--- src/rtl/uart_msg_serializer_if.sv ---
// -----------------------------------------------------------------------------
// uart_msg_serializer_if
// Bundles the two handshakes around the message serializer:
//   controller side : msg_in / msg_req -> msg_ready, plus busy and msg_count
//   UART TX side    : tx_data / tx_valid -> tx_ready
// Modports:
//   slave  - the serializer itself
//   master - whoever drives the controller and UART-TX sides (controller/TX
//            glue or a bench)
// Parameters:
//   MSG_BYTES   - bytes per message (message width MSG_BYTES*8)
//   COUNT_WIDTH - width of the completed-message counter
// -----------------------------------------------------------------------------
interface uart_msg_serializer_if #(
   parameter int MSG_BYTES   = 4,
   parameter int COUNT_WIDTH = 16
);
   logic [MSG_BYTES*8-1:0] msg_in;
   logic                   msg_req;
   logic                   msg_ready;
   logic [7:0]             tx_data;
   logic                   tx_valid;
   logic                   tx_ready;
   logic                   busy;
   logic [COUNT_WIDTH-1:0] msg_count;

   modport slave (
      input  msg_in, msg_req, tx_ready,
      output msg_ready, tx_data, tx_valid, busy, msg_count
   );

   modport master (
      output msg_in, msg_req, tx_ready,
      input  msg_ready, tx_data, tx_valid, busy, msg_count
   );
endinterface

--- src/rtl/uart_msg_serializer.sv ---
// -----------------------------------------------------------------------------
// uart_msg_serializer
// Takes one MSG_BYTES-wide message from the controller (req/ready) and streams
// it LSB byte first to the byte-level UART transmitter (valid/ready).
//
// Ports:
//   clk      - system clock, rising edge
//   n_reset  - asynchronous active-low reset; aborts any message in flight
//   bus      - uart_msg_serializer_if.slave:
//                msg_in/msg_req/msg_ready : message accept handshake
//                tx_data/tx_valid/tx_ready: byte stream to UART TX
//                busy                     : message in flight (~msg_ready)
//                msg_count                : completed messages (wraps)
//
// Optional feature (macro SERIALIZER_CHECKSUM_EN):
//   When defined, a running XOR of the message bytes is appended as one extra
//   byte (state CSUM), so a message is MSG_BYTES+1 bytes on the wire.
//
// All outputs decode only registered state, so there is no combinational path
// from msg_req or tx_ready to any output.
// -----------------------------------------------------------------------------
module uart_msg_serializer #(
   parameter int MSG_BYTES   = 4,
   parameter int COUNT_WIDTH = 16
) (
   input  logic                   clk,
   input  logic                   n_reset,
   uart_msg_serializer_if.slave   bus
);

   localparam int MSG_W = MSG_BYTES * 8;
   localparam int IDX_W = $clog2(MSG_BYTES + 1);

`ifdef SERIALIZER_CHECKSUM_EN
   typedef enum logic [1:0] {IDLE = 2'd0, SEND = 2'd1, CSUM = 2'd2} state_t;
`else
   typedef enum logic [1:0] {IDLE = 2'd0, SEND = 2'd1} state_t;
`endif

   state_t                 state, state_nxt;
   logic [MSG_W-1:0]       shift_q;
   logic [IDX_W-1:0]       idx_q;
   logic [COUNT_WIDTH-1:0] count_q;
   logic                   accept;
   logic                   last_byte;
   logic                   msg_ready;
   logic                   tx_valid;
   logic [7:0]             tx_data;
`ifdef SERIALIZER_CHECKSUM_EN
   logic [7:0]             csum_q;
`endif

   assign accept    = (state == IDLE) && bus.msg_req;
   assign last_byte = (idx_q == IDX_W'(MSG_BYTES - 1));

   // State register
   always_ff @(posedge clk or negedge n_reset) begin
      if (!n_reset) state <= IDLE;
      else          state <= state_nxt;
   end

   // Next-state logic
   always_comb begin
      state_nxt = state;
      case (state)
         IDLE: if (bus.msg_req) state_nxt = SEND;
         SEND: begin
            if (bus.tx_ready && last_byte) begin
`ifdef SERIALIZER_CHECKSUM_EN
               state_nxt = CSUM;
`else
               state_nxt = IDLE;
`endif
            end
         end
`ifdef SERIALIZER_CHECKSUM_EN
         CSUM: if (bus.tx_ready) state_nxt = IDLE;
`endif
         default: state_nxt = IDLE;
      endcase
   end

   // Output decode (state and datapath registers only)
   always_comb begin
      msg_ready = (state == IDLE);
      tx_valid  = (state != IDLE);
      tx_data   = shift_q[7:0];
`ifdef SERIALIZER_CHECKSUM_EN
      if (state == CSUM) tx_data = csum_q;
`endif
   end

   // Datapath: shift register, byte index, checksum, message counter.
   // In SEND/CSUM tx_valid is high, so tx_ready alone marks a handshake.
   always_ff @(posedge clk or negedge n_reset) begin
      if (!n_reset) begin
         shift_q <= '0;
         idx_q   <= '0;
         count_q <= '0;
`ifdef SERIALIZER_CHECKSUM_EN
         csum_q  <= '0;
`endif
      end else if (accept) begin
         shift_q <= bus.msg_in;
         idx_q   <= '0;
`ifdef SERIALIZER_CHECKSUM_EN
         csum_q  <= '0;
`endif
      end else if (state == SEND && bus.tx_ready) begin
         shift_q <= {8'd0, shift_q[MSG_W-1:8]};
         idx_q   <= idx_q + IDX_W'(1);
`ifdef SERIALIZER_CHECKSUM_EN
         csum_q  <= csum_q ^ shift_q[7:0];
`else
         if (last_byte) count_q <= count_q + COUNT_WIDTH'(1);
`endif
      end
`ifdef SERIALIZER_CHECKSUM_EN
      else if (state == CSUM && bus.tx_ready) begin
         count_q <= count_q + COUNT_WIDTH'(1);
      end
`endif
   end

   assign bus.msg_ready = msg_ready;
   assign bus.busy      = ~msg_ready;
   assign bus.tx_valid  = tx_valid;
   assign bus.tx_data   = tx_data;
   assign bus.msg_count = count_q;

endmodule

--- src/flat_wrapper.sv ---
// flat-port wrapper written by rule: the top's interface ports become plain ports
module uart_msg_serializer_flat 
#(
   parameter int MSG_BYTES   = 4,
   parameter int COUNT_WIDTH = 16
)
  (clk, n_reset, bus_msg_in, bus_msg_req, bus_tx_ready, bus_msg_ready, bus_tx_data, bus_tx_valid, bus_busy, bus_msg_count);
  uart_msg_serializer_if #(.MSG_BYTES(MSG_BYTES), .COUNT_WIDTH(COUNT_WIDTH)) bus_i ();
  input  logic clk;
  input  logic n_reset;
  input wire logic [$bits(bus_i.msg_in)-1:0] bus_msg_in;
  input wire logic [$bits(bus_i.msg_req)-1:0] bus_msg_req;
  input wire logic [$bits(bus_i.tx_ready)-1:0] bus_tx_ready;
  output wire logic [$bits(bus_i.msg_ready)-1:0] bus_msg_ready;
  output wire logic [$bits(bus_i.tx_data)-1:0] bus_tx_data;
  output wire logic [$bits(bus_i.tx_valid)-1:0] bus_tx_valid;
  output wire logic [$bits(bus_i.busy)-1:0] bus_busy;
  output wire logic [$bits(bus_i.msg_count)-1:0] bus_msg_count;
  assign bus_i.msg_in = bus_msg_in;
  assign bus_i.msg_req = bus_msg_req;
  assign bus_i.tx_ready = bus_tx_ready;
  assign bus_msg_ready = bus_i.msg_ready;
  assign bus_tx_data = bus_i.tx_data;
  assign bus_tx_valid = bus_i.tx_valid;
  assign bus_busy = bus_i.busy;
  assign bus_msg_count = bus_i.msg_count;
  uart_msg_serializer #(.MSG_BYTES(MSG_BYTES), .COUNT_WIDTH(COUNT_WIDTH)) u_core (.clk(clk), .n_reset(n_reset), .bus(bus_i));
endmodule
--- config.mk ---
export PLATFORM = sky130hd
export DESIGN_NAME = uart_msg_serializer_flat
export DESIGN_NICKNAME = d
export VERILOG_FILES = /design/src/rtl/uart_msg_serializer_if.sv /design/src/rtl/uart_msg_serializer.sv /design/src/flat_wrapper.sv
export SDC_FILE = /design/constraint.sdc
export NUM_CORES = 1
export LEC_CHECK = 0
export ABC_AREA = 1
export BUFFER_PORTS_ARGS = -buffer_cell sky130_fd_sc_hd__buf_2
export CORE_AREA = 2 2 88 90
export DETAILED_ROUTE_END_ITERATION = 7
export DIE_AREA = 0 0 90 92
export HOLD_SLACK_MARGIN = 0.1
export PLACE_DENSITY = 0.53
export SKIP_CTS_REPAIR_TIMING = 1
export SLEW_MARGIN = 20
export SYNTH_ARGS = -nofsm -noshare
export SYNTH_HDL_FRONTEND = slang
export SYNTH_SLANG_ARGS = --single-unit
--- constraint.sdc ---
create_clock -name clk -period 2.6 [get_ports clk]
set_input_delay 0.26 -clock clk [delete_from_list [all_inputs] [get_ports clk]]
set_output_delay 0.26 -clock clk [all_outputs]
set_load 0.01 [all_outputs]
Word level (Yosys, flattened, before mapping)
Cells that the tools add are included.
{"block": "word_totals", "register_bits": 53, "input_bits": 36, "out_inout_bits": 27}
{"block": "classes", "n_addsub": 2, "eq_ne": 4, "mux": 7, "bitwise": 2, "reduce_logical": 8}
{"operator": "2-to-1 mux 32 bit", "count": 2}
{"operator": "adder 16 x 1 -> 16 bit, second input constant", "count": 1}
{"operator": "2-to-1 mux 3 bit", "count": 2}
{"operator": "2-to-1 mux 2 bit", "count": 2}
{"operator": "one-hot mux 2 bit (2 select lines)", "count": 1}
{"operator": "nonzero test 2 bit", "count": 2}
{"operator": "adder 3 x 1 -> 3 bit, second input constant", "count": 1}
{"operator": "equality test 3 x 2 -> 1 bit, second input constant", "count": 1}
{"operator": "logical AND 1 bit", "count": 3}
{"operator": "AND reduction 3 bit", "count": 1}
{"operator": "equality test 2 x 1 -> 1 bit, second input constant", "count": 1}
{"operator": "zero test 2 bit", "count": 1}
{"operator": "inequality test 2 x 1 -> 1 bit, second input constant", "count": 1}
{"operator": "inequality test 2 bit, second input constant", "count": 1}
{"operator": "NOT 1 bit", "count": 2}
{"operator": "AND reduction 2 bit", "count": 1}

Longest topological paths before layout
{"block": "depth", "depth_word": 4, "mapped_depth": 9, "ltp_nobuf": 9}

Worst setup path before layout
Ideal clock, no wire load.
{"block": "synth_timing", "kind": "flip-flop to flip-flop", "start": "reg u_core.idx_q[0]", "end": "reg u_core.count_q[10], in the netlist u_core.bus.msg_count[10]", "setup_ns": 0.117, "t_arrival_ns": 1.270, "path_slack_ns": 1.213, "path_stages_with_launch": 9, "path_buffers": 0, "period_less_slack_ns": 1.387, "cell_sequence": "dfrtp_1 -> ha_1 -> ha_1 -> nand3_4 -> nor2_4 -> nand2_2 -> clkinv_1 -> nand3b_1 -> nand2_1"}
{"block": "synth_via", "elab_chain_len": 2}
{"element": "start, declared", "line_no": "uart_msg_serializer.sv:42", "rtl": "logic [IDX_W-1:0] idx_q;"}
{"element": "start signal, assigned", "line_no": "uart_msg_serializer.sv:111", "rtl": "idx_q <= idx_q + IDX_W'(1);"}
{"element": "equality test 3 x 2 -> 1 bit", "line_no": "uart_msg_serializer.sv:54", "rtl": "assign last_byte = (idx_q == IDX_W'(MSG_BYTES - 1));"}
{"element": "AND reduction 3 bit (no line)"}
{"element": "end signal, assigned", "line_no": "uart_msg_serializer.sv:115", "rtl": "if (last_byte) count_q <= count_q + COUNT_WIDTH'(1);"}
{"element": "end, declared", "line_no": "uart_msg_serializer.sv:43", "rtl": "logic [COUNT_WIDTH-1:0] count_q;"}
No other way between the ends.
A chain may end at the register's enable or synchronous reset.

Worst setup path in the final report
{"block": "layout_timing", "start": "reg u_core.state[0]", "end": "reg u_core.shift_q[15]"}
{"block": "layout_via", "elab_chain_len": 3, "elab_cells_between_ends": 6, "classes_between": "eq/ne (1); mux (1); reduce/logical (4)"}
{"element": "start, declared", "line_no": "uart_msg_serializer.sv:40", "rtl": "state_t state, state_nxt;"}
{"element": "start signal, assigned", "line_no": "uart_msg_serializer.sv:59", "rtl": "else state <= state_nxt;"}
{"element": "equality test 2 x 1 -> 1 bit / zero test 2 bit (equally long branches)", "line_no": "uart_msg_serializer.sv:109, uart_msg_serializer.sv:53"}
{"element": "logical AND 1 bit, on equally long branches", "line_no": "uart_msg_serializer.sv:109, uart_msg_serializer.sv:53"}
{"element": "nonzero test 2 bit (no line) / 2-to-1 mux 32 bit (equally long branches)"}
{"element": "end signal, assigned", "line_no": "uart_msg_serializer.sv:104", "rtl": "shift_q <= bus.msg_in;"}
{"element": "end signal, assigned", "line_no": "uart_msg_serializer.sv:110", "rtl": "shift_q <= {8'd0, shift_q[MSG_W-1:8]};"}
{"element": "end, declared", "line_no": "uart_msg_serializer.sv:41", "rtl": "logic [MSG_W-1:0] shift_q;"}
Several ways; a longest one is shown, not always the timed one.

==> flow_summary.json <==
{
  "detail-route-antenna-nets": 0,
  "crit_arrival_ps": 1880,
  "setup_viol": 0,
  "fin_nets": 372,
  "synth_cell_types": 27,
  "grt_pass1_wl_um": 8950,
  "worst_pin_slew_ps": 550,
  "rsz0062_at_grt": "no",
  "yosys.area.top_type": "dfrtp_1",
  "drt-pass1-iter-count": 4,
  "port_buffers": 62,
  "syn_avg_cell_area_um2": 8.82,
  "ys_async_sr_fraction_pct": 100,
  "pin_count": 63,
  "min_path_type": "primary input to flop",
  "worst_slack_ps": 937,
  "path_cells": "inv_2, nand2_2, nand2_2, o221ai_1",
  "worst_path_max_delay_cell": "dfrtp_1",
  "syn_inst": 278,
  "numCtsBuffers": 5,
  "fin_setup_tns_ps": 0,
  "critPathLaunchType": "flop",
  "grt_pass1_vias": 1914,
  "switchingPower_uw": 838,
  "syn_nets": 317,
  "yosysMostFrequentCell": "nand2_1",
  "drt_iter0_drc": 95,
  "synth_area_um2": 2450,
  "clock_sinks": 52,
  "cts_tree": "yes",
  "htreeDepth": 2,
  "period_needed_ps": 1660,
  "cp-end-kind": "flop",
  "synth.area.top_cells": "dfrtp_1 (53%), nand2_1 (10%), inv_1 (5.2%)",
  "drive_gt1_share_pct": 25.7,
  "antenna_cells": 0,
  "grt_overflow_total": 0,
  "finalCritPeriodShare_pct": 63.9,
  "die_h_um": 92,
  "required_ps": 2820,
  "path_max_fanout": 24,
  "gr-usage-all-layers_pct": 13.5,
  "timing.hold.ws_ps": 157,
  "power_frac_comb_pct": 30.0,
  "viasPerCell": 4.46,
  "yosys_warnings": 0,
  "p_leak_uw": 0.00143,
  "rows": 32,
  "synth_top_area_share_pct": 53.1,
  "clk_latency_ps": 310,
  "worst_clock_skew_ps": 5.03,
  "routed_wl_um": 5290,
  "antenna_found_initial": 0,
  "hold_viol": 0,
  "ys_seq_elements": 52,
  "vias": 1945,
  "max_slew_margin_pct": 63.3,
  "seqPwrFrac_pct": 46.9,
  "fin_cells": 436,
  "fp.dieW_um": 90,
  "vdd_drop_max_mv": 0.302,
  "area_growth_pct": 19.2,
  "clockBufferDepth": 2,
  "slowest_delay_ps": 490,
  "p_sw_share_pct": 34.4,
  "grt_max_degree": 28,
  "maxCapViolCount": 0,
  "synthTopCellsByCount": "nand2_1 (67), dfrtp_1 (52), inv_1 (34)",
  "initial_core_util_pct": 32.9,
  "synth_seq_area_share_pct": 53.1,
  "clk_pin_slew_ps": 100,
  "die_area_um2": 8280,
  "critical_path_class": "flop to flop",
  "status": "finished, final reports clean",
  "post-dp-hpwl_um": 3790,
  "place_congestion": 0.867,
  "crit_top_cell": "nand2_2",
  "coreArea_um2": 7450,
  "pwr-share-clk_pct": 23.2,
  "pre_cts_ws_ps": 900,
  "powerDensity_nw_per_um2": 833,
  "fmax_mhz": 601,
  "wl_per_cell_um": 12.1,
  "root_buffer": "clkbuf_8",
  "place_inst": 427,
  "synth_edf_count": 0,
  "slew_violations": 0,
  "synth_flop_cell": "dfrtp_1",
  "drc": 0,
  "internal-power_uw": 1600
}
-- per-stage QoR --
step | cell area [um^2] | utilization (%) | total power, uW
final | 2920 | 39.3 | 2440
after global routing | 2920 | 39.3 | 2630
after CTS | 2910 | 39.1 | 2480
after detailed placement | 2800 | 37.6 | 1900
after global placement | 2800 | 37.6 | 1890
after floorplan | 2450 | - | 1720
-- critical path, delay by kind of cell (launching register included) --
family	cells	cell delay, ps
AOI/OAI and AO/OA	1	280
and+or+nand+nor	2	730
buffers and inverters	1	70
DFF	1	490
-- routing by layer --
metal  wire length, um  part of all wire (%)  GRT usage [%]  vias to the layer above
met5                 0                     0              0                        -
li1                  -                     -              -                     1007
met2              2440                    46           21.8                       65
met1              2440                    46           17.4                      866
met4                65                   1.2           3.97                        0
met3               337                   6.4           4.19                        7
-- cell type report --
type	count	area, um^2
clock buffer	5	68.8
clock inverter	3	42.5
fill	800	4520
inverter	38	143
multi-input combinational	170	898
sequential	52	1300
tap	102	128
timing repair buffer	66	343
-- logic make-up after synthesis --
family	Yosys count	share of synthesized area (%)
compound gates	46	11.8
flops	52	53.1
fa+ha+maj	3	1.53
buf+inv	56	10.3
simple gates	113	20.5
xor+xnor	8	2.86
-- layout by cell type (no fill, tap or decap) --
| cell | n |
|---|---|
| nand4_1 | 1 |
| nand3_4 | 1 |
| buf_4 | 3 |
| xor2_1 | 4 |
| nor2_4 | 2 |
| xnor2_1 | 4 |
| nor2_1 | 16 |
| nand3b_1 | 2 |
| o21ai_1 | 18 |
| clkinv_1 | 1 |
| dlygate4sd3_1 | 1 |
| nand2_2 | 6 |
| inv_1 | 34 |
| nor3_1 | 1 |
| o221ai_1 | 8 |
| clkinv_2 | 1 |
| nand3_1 | 16 |
| inv_2 | 3 |
| clkbuf_8 | 5 |
| nor2_2 | 1 |
| nand2_1 | 67 |
| dfrtp_1 | 52 |
| ha_1 | 3 |
| o211ai_1 | 11 |
| o22ai_1 | 1 |
| buf_2 | 62 |
| o21ai_0 | 7 |
| clkinvlp_4 | 1 |
| bufinv_16 | 1 |
| a21oi_1 | 1 |
-- final timing paths --
check | endpoint | depth (start not counted) | slack [ps] | start
max | u_core.shift_q[15] | 4 | 940 | u_core.state[0]
min | u_core.shift_q[23] | 3 | 160 | bus_msg_in[23]
max reg2reg | u_core.shift_q[15] | 4 | 940 | u_core.state[0]
min reg2reg | u_core.idx_q[0] | 1 | 490 | u_core.idx_q[0]
max in group asynchronous | u_core.shift_q[27] | 3 | 1500 | n_reset
min in group asynchronous | u_core.bus.msg_count[13] | 2 | 460 | n_reset
-- registers in the layout, summed over array words and instances, names as in the netlist --
register and cells:
u_core.state 1, u_core.shift_q 32, u_core.bus.msg_count 16, u_core.idx_q 3
-- power by group through the flow --
stage	clock network, uW	logic, uW	registers (uW)
finish	564	730	1140
global route	624	837	1170
CTS	587	747	1140
detailed placement	0	743	1160
global placement	0	731	1150
floorplan	0	559	1160
Power figures use the tool's default switching activity.
